[config.mk]
export PLATFORM = sky130hd
export DESIGN_NAME = me_best_mv_select
export DESIGN_NICKNAME = d
export VERILOG_FILES = /design/src/rtl/me_pkg.sv /design/src/rtl/me_min_cmp.sv /design/src/rtl/me_best_mv_select.sv
export SDC_FILE = /design/constraint.sdc
export NUM_CORES = 1
export LEC_CHECK = 0
export ABC_AREA = 1
export CORE_ASPECT_RATIO = 0.7
export CORE_UTILIZATION = 25
export DETAILED_ROUTE_END_ITERATION = 6
export PLACE_DENSITY = 0.42
export SLEW_MARGIN = 25
export SYNTH_ARGS = -nofsm -noshare
export SYNTH_HDL_FRONTEND = slang
export SYNTH_SLANG_ARGS = --single-unit
export TNS_END_PERCENT = 10
[constraint.sdc]
create_clock -name clk -period 4.5 [get_ports clk]
set_clock_uncertainty 0.1 [all_clocks]
set_input_delay 1.125 -clock clk [delete_from_list [all_inputs] [get_ports clk]]
set_output_delay 1.125 -clock clk [all_outputs]
set_load 0.02 [all_outputs]
[src/rtl/me_pkg.sv]
// Shared types, widths and helpers for the motion-estimation best-MV selector.
package me_pkg;

    localparam int SAD_W  = 16;
    localparam int MV_W   = 7;
    localparam int NUM_CB = 4;
    localparam int CB_W   = 2;

    typedef enum logic [1:0] {
        IDLE   = 2'd0,
        SEARCH = 2'd1,
        OUTPUT = 2'd2
    } state_t;

    typedef struct packed {
        logic [SAD_W-1:0]       sad;
        logic signed [MV_W-1:0] mv_x;
        logic signed [MV_W-1:0] mv_y;
        logic                   found;
    } best_t;

    // Empty tracker: worst possible SAD, zero vector, nothing seen yet.
    localparam best_t BEST_RESET = '{
        sad:   {SAD_W{1'b1}},
        mv_x:  {MV_W{1'b0}},
        mv_y:  {MV_W{1'b0}},
        found: 1'b0
    };

    // |x| + |y| as an unsigned MV_W+1 bit value; -64 maps to 64 without overflow.
    function automatic logic [MV_W:0] mv_cost(input logic signed [MV_W-1:0] x,
                                              input logic signed [MV_W-1:0] y);
        logic [MV_W:0] ax;
        logic [MV_W:0] ay;
        ax = x[MV_W-1] ? ({1'b0, ~x} + {{MV_W{1'b0}}, 1'b1}) : {1'b0, x};
        ay = y[MV_W-1] ? ({1'b0, ~y} + {{MV_W{1'b0}}, 1'b1}) : {1'b0, y};
        return ax + ay;
    endfunction

endpackage

[src/rtl/me_min_cmp.sv]
// Decides whether a candidate (SAD, MV) beats the currently stored best.
// Lower SAD wins; equal SAD falls back to the smaller MV cost; a full tie keeps the stored one.
module me_min_cmp
    import me_pkg::*;
(
    input  logic [SAD_W-1:0]       i_cand_sad,
    input  logic signed [MV_W-1:0] i_cand_mv_x,
    input  logic signed [MV_W-1:0] i_cand_mv_y,
    input  logic [SAD_W-1:0]       i_best_sad,
    input  logic signed [MV_W-1:0] i_best_mv_x,
    input  logic signed [MV_W-1:0] i_best_mv_y,
    output logic                   o_replace
);

    logic [MV_W:0] w_cand_cost;
    logic [MV_W:0] w_best_cost;

    assign w_cand_cost = mv_cost(i_cand_mv_x, i_cand_mv_y);
    assign w_best_cost = mv_cost(i_best_mv_x, i_best_mv_y);

    // Strict ordering on (SAD, cost) so that earlier samples survive full ties.
    always_comb begin
        o_replace = 1'b0;
        if (i_cand_sad < i_best_sad) begin
            o_replace = 1'b1;
        end else if ((i_cand_sad == i_best_sad) && (w_cand_cost < w_best_cost)) begin
            o_replace = 1'b1;
        end else begin
            o_replace = 1'b0;
        end
    end

endmodule

[src/rtl/me_best_mv_select.sv]
// Tracks the best SAD/MV per 16x16 sub-block during a search pass, then streams
// four result beats (CB1..CB4) downstream over a valid/ready handshake.
module me_best_mv_select
    import me_pkg::*;
(
    input  logic                   clk,
    input  logic                   rst_n,
    input  logic                   i_search_start,
    input  logic                   i_sad_valid,
    input  logic [CB_W-1:0]        i_sad_cb,
    input  logic [SAD_W-1:0]       i_sad_value,
    input  logic signed [MV_W-1:0] i_sad_mv_x,
    input  logic signed [MV_W-1:0] i_sad_mv_y,
    input  logic                   i_search_done,
    output logic                   o_res_valid,
    input  logic                   i_res_ready,
    output logic [CB_W-1:0]        o_res_cb,
    output logic [SAD_W-1:0]       o_res_sad,
    output logic signed [MV_W-1:0] o_res_mv_x,
    output logic signed [MV_W-1:0] o_res_mv_y,
    output logic                   o_res_found,
    output logic                   o_busy,
    output logic                   o_pass_done
);

    state_t r_state;
    state_t w_state_nxt;

    best_t r_best [NUM_CB];
    best_t w_sel;

    logic [CB_W-1:0]        r_beat;
    logic [CB_W-1:0]        w_beat_nxt;
    logic                   r_res_valid;
    logic [CB_W-1:0]        r_res_cb;
    logic [SAD_W-1:0]       r_res_sad;
    logic signed [MV_W-1:0] r_res_mv_x;
    logic signed [MV_W-1:0] r_res_mv_y;
    logic                   r_res_found;
    logic                   r_pass_done;

    logic w_replace;
    logic w_start_pass;
    logic w_sample;
    logic w_load_first;
    logic w_accept;
    logic w_last_beat;

    assign w_sel        = r_best[i_sad_cb];
    assign w_start_pass = (r_state == IDLE) && i_search_start;
    assign w_sample     = (r_state == SEARCH) && i_sad_valid;
    assign w_load_first = (r_state == OUTPUT) && !r_res_valid;
    assign w_accept     = (r_state == OUTPUT) && r_res_valid && i_res_ready;
    assign w_last_beat  = w_accept && (r_beat == 2'd3);
    assign w_beat_nxt   = r_beat + 2'd1;

    me_min_cmp u_cmp (
        .i_cand_sad  (i_sad_value),
        .i_cand_mv_x (i_sad_mv_x),
        .i_cand_mv_y (i_sad_mv_y),
        .i_best_sad  (w_sel.sad),
        .i_best_mv_x (w_sel.mv_x),
        .i_best_mv_y (w_sel.mv_y),
        .o_replace   (w_replace)
    );

    // State register; reset drops any pass in progress.
    always_ff @(posedge clk or negedge rst_n) begin
        if (!rst_n) begin
            r_state <= IDLE;
        end else begin
            r_state <= w_state_nxt;
        end
    end

    // Next-state logic; start has priority over done in IDLE because IDLE ignores done.
    always_comb begin
        w_state_nxt = r_state;
        case (r_state)
            IDLE: begin
                if (i_search_start) begin
                    w_state_nxt = SEARCH;
                end else begin
                    w_state_nxt = IDLE;
                end
            end
            SEARCH: begin
                if (i_search_done) begin
                    w_state_nxt = OUTPUT;
                end else begin
                    w_state_nxt = SEARCH;
                end
            end
            OUTPUT: begin
                if (w_last_beat) begin
                    w_state_nxt = IDLE;
                end else begin
                    w_state_nxt = OUTPUT;
                end
            end
            default: begin
                w_state_nxt = IDLE;
            end
        endcase
    end

    // Per-CB trackers: cleared when a pass opens, updated by SEARCH samples only.
    always_ff @(posedge clk or negedge rst_n) begin
        if (!rst_n) begin
            for (int i = 0; i < NUM_CB; i++) begin
                r_best[i] <= BEST_RESET;
            end
        end else if (w_start_pass) begin
            for (int i = 0; i < NUM_CB; i++) begin
                r_best[i] <= BEST_RESET;
            end
        end else if (w_sample) begin
            r_best[i_sad_cb].found <= 1'b1;
            if (w_replace) begin
                r_best[i_sad_cb].sad  <= i_sad_value;
                r_best[i_sad_cb].mv_x <= i_sad_mv_x;
                r_best[i_sad_cb].mv_y <= i_sad_mv_y;
            end
        end
    end

    // Result beat sequencer: first beat loads one cycle into OUTPUT, then advances per handshake.
    always_ff @(posedge clk or negedge rst_n) begin
        if (!rst_n) begin
            r_beat      <= 2'd0;
            r_res_valid <= 1'b0;
            r_res_cb    <= 2'd0;
            r_res_sad   <= {SAD_W{1'b0}};
            r_res_mv_x  <= {MV_W{1'b0}};
            r_res_mv_y  <= {MV_W{1'b0}};
            r_res_found <= 1'b0;
            r_pass_done <= 1'b0;
        end else begin
            r_pass_done <= w_last_beat;
            if (w_start_pass) begin
                r_beat <= 2'd0;
            end else if (w_load_first) begin
                r_beat      <= 2'd0;
                r_res_valid <= 1'b1;
                r_res_cb    <= 2'd0;
                r_res_sad   <= r_best[0].sad;
                r_res_mv_x  <= r_best[0].mv_x;
                r_res_mv_y  <= r_best[0].mv_y;
                r_res_found <= r_best[0].found;
            end else if (w_accept) begin
                if (r_beat == 2'd3) begin
                    r_beat      <= 2'd0;
                    r_res_valid <= 1'b0;
                end else begin
                    r_beat      <= w_beat_nxt;
                    r_res_cb    <= w_beat_nxt;
                    r_res_sad   <= r_best[w_beat_nxt].sad;
                    r_res_mv_x  <= r_best[w_beat_nxt].mv_x;
                    r_res_mv_y  <= r_best[w_beat_nxt].mv_y;
                    r_res_found <= r_best[w_beat_nxt].found;
                end
            end
        end
    end

    assign o_res_valid = r_res_valid;
    assign o_res_cb    = r_res_cb;
    assign o_res_sad   = r_res_sad;
    assign o_res_mv_x  = r_res_mv_x;
    assign o_res_mv_y  = r_res_mv_y;
    assign o_res_found = r_res_found;
    assign o_pass_done = r_pass_done;
    assign o_busy      = (r_state != IDLE);

endmodule
==> results of run 1 <==
## layer usage
layer | vias to the layer above | wire (um) | track usage (%)
li1 | 5383 | - | -
met1 | 5255 | 24420 | 34.10
met2 | 385 | 17750 | 27.67
met3 | 26 | 3637 | 5.248
met4 | 0 | 418 | 3.885
met5 | - | 0 | 0
## final cells by class
type                    count  area (um2)
clock inverters            10       86.33
repair buffers            246        2516
inverters                 148       584.3
well taps                 552       690.7
multi-input cells        1161        6210
flip-flops and latches    163        4160
clock buffers              22       496.7
fillers                  4469       27740
## registers in the layout (all words and copies together) (netlist names)
name and count:
o_res_valid 1, r_beat 2, r_best 124, o_res_mv_x 7
o_res_cb 2, o_res_mv_y 7, o_pass_done 1, o_res_sad 16
o_res_found 1, r_state 2
## Yosys cell counts, types with 3 or more instances
| cell type | instances |
|---|---|
| inv_1 | 132 |
| a22oi_1 | 4 |
| nand2_1 | 584 |
| inv_2 | 13 |
| o211ai_1 | 21 |
| nor4_1 | 4 |
| a31oi_1 | 20 |
| a221oi_1 | 15 |
| buf_2 | 32 |
| nor2_1 | 202 |
| or3_1 | 11 |
| clkbuf_1 | 31 |
| nand3_1 | 28 |
| o22ai_1 | 35 |
| dfrtp_1 | 99 |
| nand2_2 | 8 |
| xor2_1 | 17 |
| nand4_1 | 25 |
| dfstp_2 | 64 |
| a21o_1 | 3 |
| buf_4 | 9 |
| xnor2_1 | 5 |
| o21ai_1 | 7 |
| clkinv_1 | 3 |
| o21ai_0 | 64 |
| nor2_2 | 5 |
| buf_1 | 7 |
| a21oi_1 | 32 |
| buf_6 | 11 |
| o2111ai_1 | 9 |
| ha_1 | 42 |
| nor3_1 | 3 |
## cells by family (layout without fill, tap and decap cells)
group	count (synthesis)	in the layout	synth area share [%]
AO/OA/AOI/OAI	216	216	12.27
XOR/XNOR	22	22	1.782
adder cells (fa/ha/maj)	44	44	5.231
buffers and inverters	238	426	9.710
flip-flops	163	163	38.47
multiplexers	1	1	0.1041
AND/OR/NAND/NOR	877	878	32.44
## metrics by stage
| step | worst slack, ns | instances | instance area, um2 | hold slack (ns) | TNS, ns |
|---|---|---|---|---|---|
| 6_report | -0.1812 | 2302 | 14740 | 0.3685 | -13.41 |
| 4_1_cts | -0.1409 | 2296 | 14390 | 0.3696 | -10.57 |
| 2_1_floorplan | -0.04626 | 1561 | 10950 | 0.3419 | -2.958 |
| 3_3_place_gp | -1.214 | 2238 | 13060 | 0.3554 | -137.27 |
| 3_5_place_dp | -1.247 | 2238 | 13060 | 0.3589 | -143.33 |
| 5_1_grt | -0.4150 | 2302 | 14740 | 0.3820 | -42.64 |
## critical path, delay by kind of cell
kind | cells | cell delay [ns]
AO/OA/AOI/OAI | 5 | 0.55
adder cells (fa/ha/maj) | 3 | 0.73
buffers and inverters | 9 | 0.95
AND/OR/NAND/NOR | 17 | 1.56
## repair_timing
item                                    4_1_cts  5_1_grt
setup buffers                                19        4
endpoints found under the setup margin      120      120
pin swaps                                    35       34
hold buffers                                  0        0
gates resized for setup                     114       90
cloned                                        9        2
## power by group through the flow
stage / registers, uW / clock network (uW) / logic [uW]
after floorplan: 2710 / 0 / 2740
after global placement: 2700 / 0 / 4700
after detailed placement: 2710 / 0 / 4740
after CTS: 2700 / 1530 / 5290
after global routing: 2820 / 1590 / 5990
final: 2760 / 1490 / 5530
## cell usage in the layout (no fill, tap or decap), drive strengths merged, types with 35 or more instances in the layout
cell type      instances
nand2                593
nor2                 207
buf                  174
inv                  150
dfrtp                 99
o21ai                 71
clkdlybuf4s50         69
dfstp                 64
ha                    42
o22ai                 35
## how the worst min path moves through the flow
stage / start / to / slack [ns] / cells past startpoint
global route: r_best[89] / r_best[89] / 0.38 / 2
floorplan: r_best[11] / r_best[11] / 0.34 / 2
finish: r_best[84] / r_best[84] / 0.37 / 2
CTS: r_best[84] / r_best[84] / 0.37 / 2
global placement: r_best[14] / r_best[14] / 0.36 / 2
detailed placement: r_best[35] / r_best[35] / 0.36 / 2
==> impl_metrics.py, run 1 <==
metrics = {
    "run_status": {
        "status": "finished, violations left",
        "violations": "setup timing",
    },
    "logic_synthesis": {
        "synth_area_leaders": "dfrtp_1 (23%), nand2_1 (20%), dfstp_2 (16%)",
        "synthArstFlopShare_pct": 100.0,
        "ys_ff_latch": 163,
        "ys.flop_type": "dfrtp_1",
        "synth_top_area_share_pct": 22.91,
        "ys_types": 42,
        "synth-seq-area-share_pct": 38.47,
        "synth_nets": 1643,
        "synthCells": 1561,
        "synth_edf_count": 0,
        "netlist_area_mm2": 0.01081,
        "syn_avg_cell_area_um2": 6.926,
        "synth_area_leader_cell": "dfrtp_1",
        "yosys_warnings": 0,
    },
    "critical_path": {
        "rr_startpoint": "r_best[102]",
        "path_common_cell": "nand2_1",
        "worstSetupPathType": "input pin to flop",
        "worst-endpoint-required_ns": 4.74,
        "r2r_setup_slack_ns": 0.27,
        "max_stage_delay_ns": 0.30,
        "cp-endpoint": "r_best[101]",
        "critical_path.max_fanout": 7,
        "cp-end-kind": "flop",
        "crit_slowest_cell": "ha_1",
        "worstRegToRegCells": 31,
        "cp-start-kind": "input pin",
        "critical_path_arrival_ns": 4.92,
        "cp-startpoint": "i_sad_cb[1]",
        "r2r_end": "r_best[101]",
    },
    "global_routing": {
        "grt_overflow": 0,
        "grt_usage_pct": 21.22,
        "grt_pass1_wl_um": 68890,
        "grt_max_degree": 89,
        "antenna_found_initial": 0,
        "grt_pass1_vias": 10090,
    },
    "clocking": {
        "clk_pin_slew_ns": 0.07,
        "numCtsBuffers": 17,
        "cts_num_sinks": 163,
        "worstSkewPairLatency_ns": 0.46,
        "cts-root-buf": "clkbuf_16",
        "clockBufferDepth": 2,
        "cts_tree": "built",
        "h-tree-depth": 4,
    },
    "final_layout": {
        "fin_nets": 1819,
        "fin_util_pct": 34.70,
        "drive_above_1_share_pct": 24.80,
        "syn_to_final_growth_pct": 36.37,
        "n_antenna_cell": 0,
    },
    "place": {
        "routabilityCongestion": 0.8844,
        "place_hpwl_um": 32110,
        "io_buffers": 73,
    },
    "flow_run": {
        "drv_cap": 0,
    },
    "timing": {
        "fin_crit_ns": 4.681,
        "tightest_slew_ns": 0.9940,
        "fin_crit_sh_pct": 104.0,
        "slew_headroom_pct": 33.57,
        "fmax_mhz": 213.6,
        "worst_slack_ns": -0.1812,
        "drv_slew": 0,
        "final_hold_viol_count": 0,
        "setup-violations-final": 117,
        "rsz0062_at_grt": "yes",
    },
    "power_and_ir_drop": {
        "ir_drop_mv": 0.3318,
        "leakagePower_uw": 0.007167,
        "fin_total_pwr_uw": 9782,
        "clkPwrFrac_pct": 15.3,
        "intPower_uw": 5236,
        "pwr-share-comb_pct": 56.5,
        "powerDensity_mw_per_mm2": 663.4,
        "p_seq_share_pct": 28.2,
        "power_switching_uw": 4546,
        "p_sw_share_pct": 46.47,
    },
    "route": {
        "drt_iter0_markers": 979,
        "routed-via-count": 11050,
        "first_pass_iters": 7,
        "detail-route-antenna-nets": 0,
        "drc_errors": 0,
        "routed_wl_um": 46220,
        "post_drt_wl_per_cell_um": 20.08,
        "vias_per_cell": 4.800,
    },
    "floorplan": {
        "die_w_um": 250.6,
        "dieArea_mm2": 0.04410,
        "initial_core_util_pct": 25.45,
        "core.rowCount": 63,
        "ios": 74,
        "core-area_mm2": 0.04249,
        "die_h_um": 176.0,
    },
    "min_path": {
        "min_path_type": "flop to flop",
    },
}
Note: power is estimated with default switching activity, not from simulation.
==> run 2, diff against run 1 <==
- MAX_ROUTING_LAYER: default -> met4
- SETUP_SLACK_MARGIN: default -> 0.4
==> run 2 against run 1 <==
Compared with the run above:
- the flow still finishes with violations (setup timing)
- core utilization rose by 0.065 points
- routed wire length increased by 0.67%
- combinational power increased by 0.7%
==> impl_metrics.py, run 2 (synthesized netlist as in run 1, its figures left out) <==
metrics = {
    "run_status": {
        "status": "finished, violations left",
        "violations": "setup timing",
    },
    "clocking": {
        "h-tree-depth": 4,
        "clockBufferDepth": 2,
        "cts_num_sinks": 163,
        "cts_hold_buf": 0,
        "numCtsBuffers": 17,
        "worstSkewPairLatency_ns": 0.44,
        "clk_pin_slew_ns": 0.06,
        "cts-root-buf": "clkbuf_16",
        "cts_tree": "built",
    },
    "timing": {
        "tightest_slew_ns": 1.023,
        "fin_crit_ns": 4.734,
        "fmax_mhz": 211.2,
        "rsz0062_at_grt": "yes",
        "setup-violations-final": 120,
        "slew_headroom_pct": 31.61,
        "final_hold_viol_count": 0,
        "worst_slack_ns": -0.2342,
        "fin_tns_setup_ns": -16.87,
        "fin_crit_sh_pct": 105.2,
        "drv_slew": 0,
    },
    "route": {
        "drt_iter0_markers": 955,
        "post_drt_wl_per_cell_um": 20.13,
        "drc_errors": 0,
        "first_pass_iters": 5,
        "routed_wl_um": 46530,
        "detail-route-antenna-nets": 0,
        "vias_per_cell": 4.803,
        "routed-via-count": 11100,
    },
    "critical_path": {
        "r2r_setup_slack_ns": 0.24,
        "max_stage_delay_ns": 0.30,
        "worstRegToRegCells": 30,
        "critical_path_arrival_ns": 5.00,
        "crit_slowest_cell": "ha_1",
        "worst-endpoint-required_ns": 4.77,
        "critical_path.max_fanout": 8,
        "rr_startpoint": "r_best[102]",
        "r2r_end": "r_best[94]",
        "worstSetupPathType": "input pin to flop",
        "cp-end-kind": "flop",
        "cp-start-kind": "input pin",
        "path_common_cell": "nand2_1",
    },
    "flow_run": {
        "drv_cap": 0,
    },
    "final_layout": {
        "syn_to_final_growth_pct": 36.63,
        "final_cell_mix": "nand2_1 (535), nor2_1 (199), buf_4 (130), inv_1 (128), dfrtp_1 (98)",
        "drive_above_1_share_pct": 23.16,
        "fill_cells": 4447,
        "seqCellArea_mm2": 0.004160,
        "fin_nets": 1826,
        "layout_commonest_cell": "nand2_1",
        "multiInputGateArea_mm2": 0.006140,
        "regMostFlops": "r_best",
        "largest_reg_flops": 124,
    },
    "global_routing": {
        "grt_max_degree": 82,
        "grt_usage_pct": 21.80,
        "grt_overflow": 0,
        "grt_pass1_vias": 10280,
        "antenna_found_initial": 2,
        "grt_pass1_wl_um": 69050,
    },
    "place": {
        "routabilityCongestion": 0.9031,
        "io_buffers": 73,
        "dp_slack_ns": -1.289,
        "place_hpwl_um": 31910,
    },
    "floorplan": {
        "die_h_um": 176.0,
        "core.rowCount": 63,
        "die_w_um": 250.6,
        "ios": 74,
        "core-area_mm2": 0.04249,
        "dieArea_mm2": 0.04410,
        "initial_core_util_pct": 25.45,
    },
    "power_and_ir_drop": {
        "leakagePower_uw": 0.007212,
        "ir_drop_mv": 0.3540,
        "powerDensity_mw_per_mm2": 660.9,
    },
    "min_path": {
        "hold_depth": 2,
        "min_path_type": "flop to flop",
        "hold_end": "r_best[88]",
        "worstHoldStart": "r_best[88]",
    },
}
[run 2: cell count changes in the layout (fill, tap and decap cells not counted), sizes merged]
cell           change
buf                +5
bufinv             +1
clkbuf             +1
clkdlybuf4s50      -1
clkinv             +1
diode              +2
dlymetal6s2s       +1
inv                -2
nor2               +1
[run 2: power by group]
group / switching, uW / total (uW) / leakage, uW / internal [uW]
Clock: 663 / 1480 / 0.000273 / 815
Combinational: 3320 / 5570 / 0.00498 / 2250
Sequential: 486 / 2720 / 0.00196 / 2230
Total: 4470 / 9760 / 0.00721 / 5290
[run 2: layer usage]
metal | GRT usage [%] | part of all wire (%)
met1 | 33.15 | 51
met2 | 28.15 | 39
met3 | 5.529 | 8.7
met4 | 4.525 | 1.2
met5 | - | 0
[run 2: timing repair]
action                     in CTS  in global routing
hold endpoints to repair        0                  0
resized for setup             100                 80
buffers inserted               20                 10
setup endpoints to repair     120                120
pin swaps                      41                 38
cloned                          8                  3
[run 2: worst max-delay path: cells and delay by family]
family | cells | cell delay (ns)
simple gates | 16 | 1.65
buf+inv | 9 | 1.03
fa+ha+maj | 3 | 0.75
compound gates | 5 | 0.42
[run 2: metrics by stage]
| stage | cells | cell area [um2] | utilization [%] | hold WS [ns] | total power (uW) |
|---|---|---|---|---|---|
| after floorplan | 1561 | 10950 | - | 0.3419 | 5453 |
| after global placement | 2236 | 13050 | 30.71 | 0.3558 | 7442 |
| after detailed placement | 2236 | 13050 | 30.71 | 0.3599 | 7449 |
| after CTS | 2296 | 14330 | 33.72 | 0.3704 | 9447 |
| after global routing | 2311 | 14770 | 34.77 | 0.3823 | 10390 |
| final | 2311 | 14770 | 34.77 | 0.3649 | 9763 |
[run 2: how the worst max path moves through the flow]
stage,start,end,cells past startpoint
2_1_floorplan,i_sad_cb[1],r_best[106],30
3_3_place_gp,i_sad_cb[0],r_best[94],30
3_5_place_dp,i_sad_cb[0],r_best[94],30
4_1_cts,i_sad_cb[1],r_best[17],35
5_1_grt,i_sad_cb[0],r_best[15],34
6_report,i_sad_cb[1],r_best[94],33
[run 2: cell type report]
class,count,share of cell area (%)
diodes,2,0.03388
multi-input cells,1162,41.56
well taps,552,4.676
clock inverters,10,0.6607
inverters,148,3.964
flip-flops and latches,163,28.16
repair buffers,252,17.72
clock buffers,22,3.219
==> RTL change: new RTL, flow settings as in run 2 <==
Change the package constant `MV_W` from 7 to 9.
--- a/src/rtl/me_pkg.sv
+++ b/src/rtl/me_pkg.sv
@@ -2,7 +2,7 @@
 package me_pkg;
 
     localparam int SAD_W  = 16;
-    localparam int MV_W   = 7;
+    localparam int MV_W   = 9;
     localparam int NUM_CB = 4;
     localparam int CB_W   = 2;
 
Interface: changed (resized i_sad_mv_x, i_sad_mv_y, o_res_mv_x and o_res_mv_y); port bits go from 74 to 82. No check against the original RTL was run, so the function may have changed too.
==> RTL change against run 2 <==
The run still ends with setup timing left. Wire length is 6.3% higher. Count of clock-buffer cells in the layout is 5 lower. Utilization is 0.44 points lower. Sequential power is 12% lower. Total power is 25% lower. Design area is 9.0% higher. First-iteration DRC count is 28% higher. Synthesized cell count is 6.6% higher. Worst setup slack worse by 230 ps. Sequential cell count is 20 higher. Synthesized area is 11% higher. Critical path type unchanged. Critical endpoint is now r_best[25]. Largest power group unchanged.
==> RTL change: results (changes against run 2) <==
- Vias in the first global route: 11810 (+15%)
- Failing checks: setup timing
- Final HPWL DP: 34400 um (+7.7%)
- Critical Path Max Stage Delay: 290 ps
- Ant. Diodes: 0 (-2)
- Int Pwr: 4.14 mW (-22%)
- Slew margin rel.: 35.5% (+3.8 points)
- Gp weighted congestion: 0.848 (-6.2%)
- Max FFs per register: 140 (+13%)
- Largest net degree at the start of global routing: 85 (+3.7%)
- Syn_nets: 1756 (+6.9%)
- Clock Pin Slew Worst Setup and Hold Paths: 80 ps (+20 ps)
- Status: complete, but fails checks
- Port Buffers: 81 (+11%)
- Sum Neg Setup Slack: -52590 ps (-35730 ps)
- DRT iter0 DRCs: 1222 (+28%)
- Vias per cell: 5.02 (+4.6%)
- DR pass1 iterations: 5 (unchanged)
- Root buffer cell: clkbuf_16
- Max VDD drop: 0.000332 V (-6.2%)
- DRT Wirelength: 49500 um (+6.3%)
- Pleak: 7.65 nW (+6.1%)
- Fraction of registers with async set/reset: 100% (unchanged)
- Biggest register: r_best
- Clk buf depth: 2 (unchanged)
- DP Worst Slack: -1720 ps (-431 ps)
- Cell count after placement: 2412 (+7.9%)
- Seq/Total Area, Yosys: 38.8% (+0.32 points)
- Total Routing Usage GR: 21.0% (-0.79 points)
- First-pass GRT wire length: 75300 um (+9.0%)
- Cells after Synth: 1664 (+6.6%)
- Yosys warnings: 0 (unchanged)
- NumNets Final: 1931 (+5.8%)
- Top cells by count, synth: nand2_1 (386), nor2_1 (167), nand3_1 (166)
- Crit Path Max Fanout: 8 (unchanged)
- Main synth FF type: dfrtp_1
- Setup WS post-layout: -463 ps (-229 ps)
- Synth unique cells: 40 (-4.8%)
- CTS buffer count: 17 (unchanged)
- Wire length per cell: 20.1 um (-0.32%)
- Initial antenna violation count: 1 (-1)
- Crit path max-delay cell type: ha_4
- Ratio of cells with drive above 1 in the final layout: 22.8% (-0.38 points)
- Setup Viol. Count Final: 136 (+13%)
- Clock latency on the worst-skew pair: 460 ps (+20 ps)
- Level count of the clock H-tree: 4 (unchanged)
- Largest cells by area after synthesis: dfrtp_1 (25%), dfstp_2 (14%), nand2_1 (12%)
- Fillers: 4955 (+11%)
- Hold crit path type: reg2reg
==> RTL change: layout make-up <==
class                           instances  area [um^2]  share of cell area, %
Clock inverter                         15          158                  0.979
Clock buffer                           17          425                   2.64
Multi-Input combinational cell       1205         6860                   42.6
Tap cell                              612          766                   4.76
Inverter                              168          651                   4.04
Sequential cell                       183         4660                   28.9
Timing Repair Buffer                  264         2580                   16.1
==> RTL change: metal layers <==
layer / track usage [%] / up-vias / wire (um)
met5: - / - / 0
met4: 4.77 / 0 / 637
met3: 6.06 / 43 / 4460
met2: 27.0 / 441 / 18700
met1: 31.3 / 5944 / 25600
li1: - / 5951 / -
==> RTL change: cells by family (layout without fill, tap and decap cells) <==
kind of cell | Yosys count | in the layout | synth area share (%)
buffers and inverters | 276 | 464 | 9.19
AO/OA/AOI/OAI | 308 | 308 | 15.2
adder cells (fa/ha/maj) | 50 | 50 | 5.33
XOR/XNOR | 29 | 29 | 2.11
flip-flops | 183 | 183 | 38.8
AND/OR/NAND/NOR | 818 | 818 | 29.4
==> RTL change: final timing paths <==
kind	cells after the start	slack, ps	start	to
min reg2reg	1	380	r_state[1]	r_state[0]
max	32	-460	i_sad_cb[1]	r_best[25]
min	1	380	r_state[1]	r_state[0]
min in group asynchronous	1	580	rst_n	o_res_sad[11]
max in group asynchronous	2	2700	rst_n	r_best[75]
max reg2reg	28	250	r_best[46]	r_best[25]
==> RTL change: power by group through the flow <==
stage,logic [mW],clock network [mW],registers [mW]
3_3_place_gp,3.16,0,2.39
3_5_place_dp,3.18,0,2.40
5_1_grt,3.75,1.63,2.45
2_1_floorplan,1.73,0,2.46
6_report,3.40,1.54,2.40
4_1_cts,3.24,1.58,2.38
==> RTL change: worst max-delay path, delay by kind of cell <==
| family | cells | cell delay [ps] |
|---|---|---|
| compound gates | 3 | 360 |
| xor+xnor | 2 | 380 |
| fa+ha+maj | 2 | 550 |
| buf+inv | 12 | 1630 |
| simple gates | 13 | 1150 |
==> RTL change: what timing repair did <==
action | 4_1_cts | 5_1_grt
setup endpoints to repair | 136 | 136
gates cloned | 1 | 5
buffers inserted | 12 | 2
hold buffers | 0 | 0
resized for setup | 77 | 92
pin swaps | 46 | 78
==> RTL change: metrics by stage <==
step	instance area (um^2)	utilization, %
floorplan	12100	-
finish	16100	34.3
global route	16100	34.3
global placement	14700	31.3
detailed placement	14700	31.3
CTS	15600	33.3
